## src/rtl/apb_reg_slave.sv

```systemverilog
// apb_reg_slave
// Register-bank target behind the APB bridge. Accepts one request at a time
// from the bridge, inserts a fixed number of wait states, then completes it
// with a single-cycle o_ready strobe. Reg 0 is a read-only ID word. Reads
// outside the bank return a marker value, and writes outside it are dropped.
//
// Handshake: the bridge raises i_valid and holds i_addr/i_rd0_wr1/i_wr_data
// until it sees o_ready. The slave samples the request only in IDLE and
// copies it into internal registers, so later input changes are ignored.
// o_ready is high for exactly one cycle (RESP). On reads, o_rd_valid and
// o_rd_data are valid in that same cycle. At all other times o_rd_data is 0.
// A write is committed on the clock edge that ends RESP. A transfer that
// immediately follows therefore sees the new value.
//
// o_dbg_state exposes the FSM state for external checkers:
// 0 = IDLE, 1 = WAIT, 2 = RESP.

module apb_reg_slave #(
  parameter int unsigned           addr_width  = 32,
  parameter int unsigned           data_width  = 32,
  parameter int unsigned           NUM_REGS    = 16,
  parameter logic [addr_width-1:0] BASE_ADDR   = '0,
  parameter int unsigned           WAIT_CYCLES = 2,
  parameter logic [data_width-1:0] ID_VALUE    = 32'hA5B0_0001,
  parameter logic [data_width-1:0] OOR_VALUE   = 32'hDEAD_0BAD
) (
  input  logic                  i_clk_apb,
  input  logic                  i_rst_apb,
  input  logic                  i_valid,
  input  logic [addr_width-1:0] i_addr,
  input  logic                  i_rd0_wr1,
  input  logic [data_width-1:0] i_wr_data,
  output logic                  o_ready,
  output logic                  o_rd_valid,
  output logic [data_width-1:0] o_rd_data,
  output logic [1:0]            o_dbg_state
);

  localparam int unsigned IDX_W = (NUM_REGS > 1) ? $clog2(NUM_REGS) : 1;
  localparam logic [7:0]  WAIT_LOAD = 8'(WAIT_CYCLES);
  localparam logic [addr_width-3:0] REG_LIMIT = (addr_width-2)'(NUM_REGS);

  typedef enum logic [1:0] {
    S_IDLE = 2'd0,
    S_WAIT = 2'd1,
    S_RESP = 2'd2
  } state_t;

  state_t state;
  state_t state_nxt;
  logic [7:0] cnt;
  logic [7:0] cnt_nxt;

  // Latched copy of the accepted request
  logic [addr_width-1:0] addr_q;
  logic                  wr_q;
  logic [data_width-1:0] wdata_q;

  // Storage. Entry 0 is never written; reg 0 reads come from ID_VALUE.
  logic [data_width-1:0] regs [NUM_REGS];

  // Address decode on the latched address
  logic [addr_width-1:0] off;
  logic [addr_width-3:0] word;
  logic                  in_range;
  logic [IDX_W-1:0]      idx;
  logic                  is_id;
  logic                  unused_low_bits;
  logic [data_width-1:0] rd_sel;
  logic                  commit_wr;

  // Subtraction wraps, so addresses below BASE_ADDR decode as huge offsets (out of range)
  assign off             = addr_q - BASE_ADDR;
  assign word            = off[addr_width-1:2];
  assign in_range        = (word < REG_LIMIT);
  assign idx             = word[IDX_W-1:0];
  assign is_id           = in_range && (idx == '0);
  assign unused_low_bits = &{1'b0, off[1:0]};

  // A write takes effect only at the end of RESP, and only for writable in-range regs
  assign commit_wr = (state == S_RESP) && wr_q && in_range && !is_id;

  // Read mux: ID word, bank register, or out-of-range marker
  always_comb begin
    rd_sel = OOR_VALUE;
    if (in_range) begin
      if (is_id) begin
        rd_sel = ID_VALUE;
      end else begin
        rd_sel = regs[idx];
      end
    end
  end

  // State register, wait counter and request capture
  always_ff @(posedge i_clk_apb) begin
    if (i_rst_apb) begin
      state   <= S_IDLE;
      cnt     <= '0;
      addr_q  <= '0;
      wr_q    <= 1'b0;
      wdata_q <= '0;
    end else begin
      state <= state_nxt;
      cnt   <= cnt_nxt;
      if (state == S_IDLE && i_valid) begin
        addr_q  <= i_addr;
        wr_q    <= i_rd0_wr1;
        wdata_q <= i_wr_data;
      end
    end
  end

  // Next-state logic: IDLE -> (WAIT x WAIT_CYCLES) -> RESP -> IDLE
  always_comb begin
    state_nxt = state;
    cnt_nxt   = cnt;
    case (state)
      S_IDLE: begin
        if (i_valid) begin
          cnt_nxt   = WAIT_LOAD;
          state_nxt = (WAIT_CYCLES > 0) ? S_WAIT : S_RESP;
        end
      end
      S_WAIT: begin
        cnt_nxt = cnt - 8'd1;
        if (cnt <= 8'd1) begin
          state_nxt = S_RESP;
        end
      end
      S_RESP: begin
        state_nxt = S_IDLE;
      end
      default: begin
        state_nxt = S_IDLE;
        cnt_nxt   = '0;
      end
    endcase
  end

  // Register bank: cleared by reset, which also drops any pending write
  always_ff @(posedge i_clk_apb) begin
    if (i_rst_apb) begin
      for (int i = 0; i < int'(NUM_REGS); i++) begin
        regs[i] <= '0;
      end
    end else if (commit_wr) begin
      regs[idx] <= wdata_q;
    end
  end

  // Response outputs are decoded from the state so they are 0 outside RESP
  always_comb begin
    o_ready     = (state == S_RESP);
    o_rd_valid  = (state == S_RESP) && !wr_q;
    o_rd_data   = o_rd_valid ? rd_sel : '0;
    o_dbg_state = state;
  end

endmodule

```

## config.mk

```make
export PLATFORM = sky130hd
export DESIGN_NAME = apb_reg_slave
export DESIGN_NICKNAME = d
export VERILOG_FILES = /design/src/rtl/apb_reg_slave.sv
export SDC_FILE = /design/constraint.sdc
export NUM_CORES = 1
export LEC_CHECK = 0
export CORE_ASPECT_RATIO = 0.7
export CORE_MARGIN = 2
export CORE_UTILIZATION = 61
export DETAILED_ROUTE_END_ITERATION = 8
export PLACE_DENSITY = 0.84
export SLEW_MARGIN = 0
export SYNTH_ARGS = -nofsm -noshare
export SYNTH_HDL_FRONTEND = slang
export SYNTH_SLANG_ARGS = --single-unit
```

## constraint.sdc

```tcl
create_clock -name i_clk_apb -period 4.3 [get_ports i_clk_apb]
set_input_delay 1.29 -clock i_clk_apb [delete_from_list [all_inputs] [get_ports i_clk_apb]]
set_output_delay 1.29 -clock i_clk_apb [all_outputs]
set_load 0.05 [all_outputs]
```

==> impl_results.md, run 1 <==
* Run status: finished clean
* Hold path startpoint: addr_q[26]
* Clk buf depth at 3
* Post-DP HPWL at about 43,000 um
* Number of global-route vias before repair at 17,500
* Slew HR at 0.228
* Worst hold slack at approximately 0.46 ns
* Netlist cell types at 53
* # DRC at 0
* Seq/Total Area, Yosys at 0.641
* Post-synthesis simple-gate area fraction at 0.162
* CTS root buf: clkbuf_16
* Pre-antenna DRT Iters at 5
* Hold Vio Cnt, Final at 0
* Synthesized flop and latch total at approximately 600
* Synth Area in Adders at 0.000948
* Fraction of registers with async set/reset at 0
* Post-route insts no fill at 2,520
* Worst-Skew Late Latency at roughly 0.6 ns
* Wire length per cell at 28.7 um
* Vias at ~17,000
* Mux contribution to synthesized area at 0.125
* Core Util, Final at 0.707
* Largest cells by area after synthesis: edfxtp_1, mux4_2, and3_1, dfxtp_1, nand2_1
* Synth top area share at 0.582
* Post-layout min period at around 4.3 ns
* Largest family of logic cells by synthesized area: simple AND/OR/NAND/NOR gates
* Post-synth top flop: edfxtp_1
* Placed cells at 2,421
* Pin count of the biggest net entering global routing at around 120
* CORE AREA at roughly 42,000 sq um
* CP peak stage delay at 0.55 ns
* Vias per cell at 6.94
* Post-synthesis instance area at 26,400 sq um
* XOR/XNOR Fraction of Synth Area at 0.000332
* Clock skew at about 0.018 ns
* Critical Path RT at between 3 and 4 ns
* Area delta synth->final at 13.8%
* Num CTS Buffers at 53
* Final setup vio count at 0
* Initial antenna violation count at 1
* First-pass GRT wire length at roughly 110,000 um
* Initial core utilization at 0.622
* Most frequent cell after synthesis: edfxtp_1
* Max-slew violations at 0
* Worst path arrival time at around 3 ns
* All-layer global routing usage at 0.326
* RR Startpoint: addr_q[28]
* # rows at 63
* Crit-path slowest cell: dfxtp_4
* Nets at 1,996
* P_leak at approximately 0.012 uW
* F_max at ~230 MHz
* Fin crit share at 0.996
* Post-DRT Antenna Nets at 0
* Die area at 45,000 sq um
* Worst setup EP type: output pin
* Number of flops mapped to enable cells by yosys at ~500
* Mean Syn Cell Area at between 10 and 15 sq um
* Compound-gate portion of the synthesized area at 0.0352
* Clock-pin slew on the worst setup and hold paths at about 0.060 ns
* CTS Sinks at approximately 590
* Final WL at roughly 72,000 um
* YS warnings at 0
* CTS H-tree lvls at 2
* Worst Setup Path Type: reg -> out
* IO Count at between 100 and 150
* Max IR drop VDD at between 0.0002 and 0.0003 V
* Die W at roughly 250 um
* Hold-fix buffers at CTS at 0
* Largest area contributor in the netlist: edfxtp_1
* Max-Cap Viols at 0
* CTS tree: done
* Mapped Cells at between 1,500 and 2,000
* Synth top cells by count: edfxtp_1, and3_1, nand2_1
* Cell Chain, Critical Path: buf_4 -> mux4_2 -> mux2i_1 -> o211ai_1 -> buf_12
* Cell area power density at 424 nW/um^2
* Critical-path maximum fanout at 12
* Port-buffer cells at just over 100
* Layout cell share with drive strength beyond 1 at 0.199
* GPL Wtd Cong at between 0.8 and 0.9
* RSZ-0062 raised after global routing: yes
* Hold crit path type: reg -> reg
* Iteration-0 DRC Markers at 2,890
* Number of diodes at 0
* Worst-Margin Slew at roughly 1.2 ns
* DIE HEIGHT at around 180 um
* Critical Path Source Type: flip-flop
* Total grt overflow at 0
* Final Total Pwr at ~13,000 uW
[layout by cell type (no fill, tap or decap), types with 4 or more instances in the layout]
master,n
edfxtp_1,512
and3_1,386
nand2_1,177
mux4_2,128
buf_4,78
nor2_1,75
dfxtp_1,73
a21oi_1,68
clkdlybuf4s50_1,68
clkbuf_16,58
nor2_4,32
conb_1,32
buf_12,31
mux2i_1,28
nor2b_1,20
a211oi_1,19
a21o_1,16
clkbuf_1,14
mux2_2,13
o211ai_1,12
nand3_1,10
a22oi_1,10
clkinv_1,9
clkinv_2,8
inv_1,5
clkbuf_8,5
nor4_4,4
a211oi_2,4
nor3_1,4
[worst max-delay path, delay by kind of cell, from the launching register on]
| kind | cells | cell delay (ns) |
|---|---|---|
| AOI/OAI and AO/OA | 1 | 0.29 |
| buffers and inverters | 2 | 0.53 |
| DFF | 1 | 0.55 |
| muxes | 2 | 1.02 |
[power breakdown]
part | leakage (uW) | internal (uW) | switching, uW
Clock | 0.000822 | 2530 | 2080
Combinational | 0.00508 | 576 | 883
Sequential | 0.00590 | 6440 | 240
[flip-flops by register name, summed over array words and instances (netlist names), named ones only]
signal       cells
regs           512
wdata_q         32
addr_q          30
cnt              8
o_dbg_state      2
wr_q             1
[timing repair]
action | CTS | global route
setup buffers | 2 | 0
setup endpoints to repair | 12 | 11
pin swaps | 0 | 1
resized for setup | 7 | 6
[cell type report]
class | instances | area, sq um
Fill cell | 2524 | 12400
Timing Repair Buffer | 183 | 1990
Clock inverter | 20 | 96.3
Clock buffer | 77 | 1570
Multi-Input combinational cell | 1094 | 8760
Sequential cell | 589 | 16900
Inverter | 5 | 18.8
Tap cell | 552 | 691
[final timing paths]
check / to / slack, ns / depth (start not counted)
setup reg to reg: regs[15][19] / 1.53 / 6
setup / recovery: o_rd_data[5] / 0.02 / 5
hold / removal: addr_q[26] / 0.46 / 2
hold reg to reg: addr_q[26] / 0.46 / 2
[per-stage QoR]
stage          setup slack, ns  TNS (ns)  instance area, sq um
2_1_floorplan          -0.0260   -0.0260                 26500
3_3_place_gp             0.382         0                 28300
4_1_cts                 0.0348         0                 30000
3_5_place_dp             0.289         0                 28300
6_report                0.0180         0                 30100
5_1_grt               -0.00332  -0.00332                 30100
[cells by family (layout without fill, tap and decap cells)]
logic type | after synthesis | count (layout)
AO/OA/AOI/OAI | 146 | 146
XOR/XNOR | 1 | 1
adder cells (fa/ha/maj) | 2 | 2
buffers and inverters | 206 | 285
flip-flops | 589 | 589
multiplexers | 169 | 169
other | 1 | 32
AND/OR/NAND/NOR | 744 | 744
[layer usage]
| layer | GRT usage | part of all wire | vias to the layer above |
|---|---|---|---|
| li1 | - | - | 7165 |
| met1 | 0.432 | 0.34 | 8667 |
| met2 | 0.516 | 0.47 | 1426 |
| met3 | 0.0922 | 0.15 | 220 |
| met4 | 0.131 | 0.036 | 0 |
| met5 | 0 | 0 | - |
Note: power is estimated with default switching activity, not from simulation.
==> run 2: changes to the inputs <==
--- a/config.mk
+++ b/config.mk
@@ -7,9 +7,9 @@
 export LEC_CHECK = 0
 export CORE_ASPECT_RATIO = 0.7
 export CORE_MARGIN = 2
-export CORE_UTILIZATION = 61
+export CORE_UTILIZATION = 55
 export DETAILED_ROUTE_END_ITERATION = 8
-export PLACE_DENSITY = 0.84
+export PLACE_DENSITY = 0.77
 export SLEW_MARGIN = 0
 export SYNTH_ARGS = -nofsm -noshare
 export SYNTH_HDL_FRONTEND = slang
==> impl_results.md, run 2 (synthesized netlist as in run 1, its figures left out) <==
* Wire length per cell at 27.6 um (was 28.7 um)
* Area delta synth->final at 14.4% (was 13.8%)
* Pre-CTS WS at 0.510 ns (was 0.289 ns)
* Die W at 266 um (was 253 um)
* Setup slack on the worst flop-to-flop path at 1.50 ns (was 1.53 ns)
* Top Registers: regs: 512 flops, wdata_q: 32 flops, addr_q: 30 flops (unchanged)
* P_leak at 0.0119 uW (was 0.0118 uW)
* CTS Sinks at 589 (unchanged)
* Worst setup EP type: output pin (unchanged)
* Worst Setup Path Type: reg -> out (unchanged)
* Most frequent cells in the layout: edfxtp_1, and3_1, nand2_1 (unchanged)
* Hold path startpoint: addr_q[26] (unchanged)
* Final WL at 71,900 um (was 72,400 um)
* Max-slew violations at 0 (unchanged)
* Run status: finished clean (unchanged)
* Critical Path RT at 3.01 ns (about the same)
* CTS root buf: clkbuf_16 (unchanged)
* Number of global-route vias before repair at 17,300 (was 17,500)
* Vias at 17,200 (was 17,500)
* Max IR drop VDD at 0.000341 V (was 0.000284 V)
* Hold crit path type: reg -> reg (unchanged)
* CTS tree: done (unchanged)
* GPL Wtd Cong at 0.817 (was 0.845)
* Total grt overflow at 0 (unchanged)
* Vias per cell at 6.59 (was 6.94)
* Cell area power density at 425 nW/um^2 (was 424 nW/um^2)
* Worst path arrival time at 2.93 ns (was 2.99 ns)
* Hold path cells at 2 (unchanged)
* Clock skew at 0.0271 ns (was 0.0183 ns)
* Critical Path Source Type: flip-flop (unchanged)
* Hold Vio Cnt, Final at 0 (unchanged)
* Commonest non-fill, non-tap cell in the layout: edfxtp_1 (unchanged)
* Post-DP HPWL at 42,000 um (was 43,000 um)
* RR Startpoint: addr_q[9] (was addr_q[28])
* Worst-Skew Late Latency at 0.61 ns (was 0.60 ns)
* Iteration-0 DRC Markers at 2,258 (was 2,890)
* Pre-antenna DRT Iters at 6 (was 5)
* First-pass GRT wire length at 108,000 um (was 107,000 um)
* Core Util, Final at 0.635 (was 0.707)
* Top delay family on crit path: buffers and inverters (was multiplexers)
* Initial core utilization at 0.555 (was 0.622)
* Layout cell share with drive strength beyond 1 at 0.205 (was 0.199)
* CORE AREA at 47,600 sq um (was 42,500 sq um)
* Post-layout min period at 4.22 ns (was 4.28 ns)
* Worst hold slack at 0.458 ns (was 0.465 ns)
* Clock-pin slew on the worst setup and hold paths at 0.06 ns (about the same)
* CTS H-tree lvls at 2 (unchanged)
* Post-DRT Antenna Nets at 0 (unchanged)
* Num CTS Buffers at 55 (was 53)
* FF-to-FF End: regs[7][0] (was regs[15][19])
* Reg with most FFs: regs (unchanged)
* Clk buf depth at 3 (unchanged)
* Final setup vio count at 0 (unchanged)
* DIE HEIGHT at 187 um (was 178 um)
* # DRC at 0 (unchanged)
* Final Cell Area at 30,200 sq um (was 30,100 sq um)
* F_max at 237 MHz (was 234 MHz)
* Port-buffer cells at 101 (unchanged)
* Final WS setup at 0.0788 ns (was 0.0180 ns)
* Cell Chain, Critical Path: buf_12 -> mux4_2 -> nor2b_1 -> a211oi_1 -> a211oi_1 -> buf_4 -> buf_4 (was buf_4 -> mux4_2 -> mux2i_1 -> o211ai_1 -> buf_12)
* Die area at 49,800 sq um (was 45,000 sq um)
* Max-Cap Viols at 0 (unchanged)
* Worst R2R Path Depth at 7 (was 6)
* # rows at 67 (was 63)
* Worst-Margin Slew at 1.16 ns (about the same)
* Post-DP Area at 28,300 sq um (about the same)
* Post-Route Setup TNS at 0 ns (unchanged)
* Critical-path maximum fanout at 46 (was 12)
* Slew HR at 0.230 (was 0.228)
* IO Count at 104 (unchanged)
* Pin count of the biggest net entering global routing at 83 (was 121)
* Max reg flops at 512 (unchanged)
* All-layer global routing usage at 0.291 (was 0.326)
* Fin crit share at 0.982 (was 0.996)
* Buf+Inv Stages, Crit Path at 3 (was 2)
* Endpoint, Worst Hold: addr_q[26] (unchanged)
* Crit-path slowest cell: dfxtp_4 (unchanged)
* CP peak stage delay at 0.65 ns (was 0.55 ns)
* Initial antenna violation count at 0 (was 1)
* Nets at 2,014 (was 1,996)
run 2: how the worst max path moves through the flow:
stage	to	slack, ns	cells after the start
6_report	o_rd_data[4]	0.08	7
5_1_grt	o_rd_data[28]	-0.0006	6
4_1_cts	o_rd_data[19]	-0.002	6
3_5_place_dp	o_rd_data[28]	0.51	6
3_3_place_gp	o_rd_data[28]	0.46	6
2_1_floorplan	o_rd_data[20]	-0.03	3
run 2: per-layer routing:
layer | vias up | global-route usage | share of wire
met5 | - | 0 | 0
met4 | 0 | 0.102 | 0.035
met3 | 179 | 0.0675 | 0.13
met2 | 1219 | 0.448 | 0.46
met1 | 8594 | 0.412 | 0.38
li1 | 7202 | - | -
run 2: where the power goes:
part	total, uW	internal, uW	switching (uW)
registers	6650	6440	218
clock network	4740	2630	2110
logic	1450	583	869
run 2: layout make-up:
class,count,area (sq um)
clock buffer,76,1550
timing repair buffer,199,2040
multi-input combinational,1094,8730
inverter,5,18.8
sequential,589,16900
tap,621,777
fill,3326,17400
antenna,1,2.50
clock inverter,24,178
run 2: worst reg2reg max path, cell delays in order, from the launching register on:
cell	delay, ns
dfxtp_1	0.32
nor4_2	0.32
nand3_1	0.27
buf_4	0.25
nor4_4	0.25
buf_4	0.35
buf_4	0.61
and3_1	0.29
run 2: timing repair:
| action | CTS | global route |
|---|---|---|
| setup buffers | 1 | 13 |
| pin swaps | 0 | 1 |
| hold buffers | 0 | 0 |
| setup endpoints to repair | 11 | 16 |
| gates resized for setup | 4 | 2 |
run 2: stage by stage:
stage               std cells  power (uW)
floorplan                1889        7590
global placement         2494        8110
detailed placement       2494        8170
CTS                      2595       12800
global route             2608       13200
finish                   2609       12800
==> run 3: changes to the inputs <==
--- a/config.mk
+++ b/config.mk
@@ -5,6 +5,7 @@
 export SDC_FILE = /design/constraint.sdc
 export NUM_CORES = 1
 export LEC_CHECK = 0
+export CAP_MARGIN = 0
 export CORE_ASPECT_RATIO = 0.7
 export CORE_MARGIN = 2
 export CORE_UTILIZATION = 55
==> results of run 3 <==
No change in the layout: final DEF, timing and power equal those of run 2.
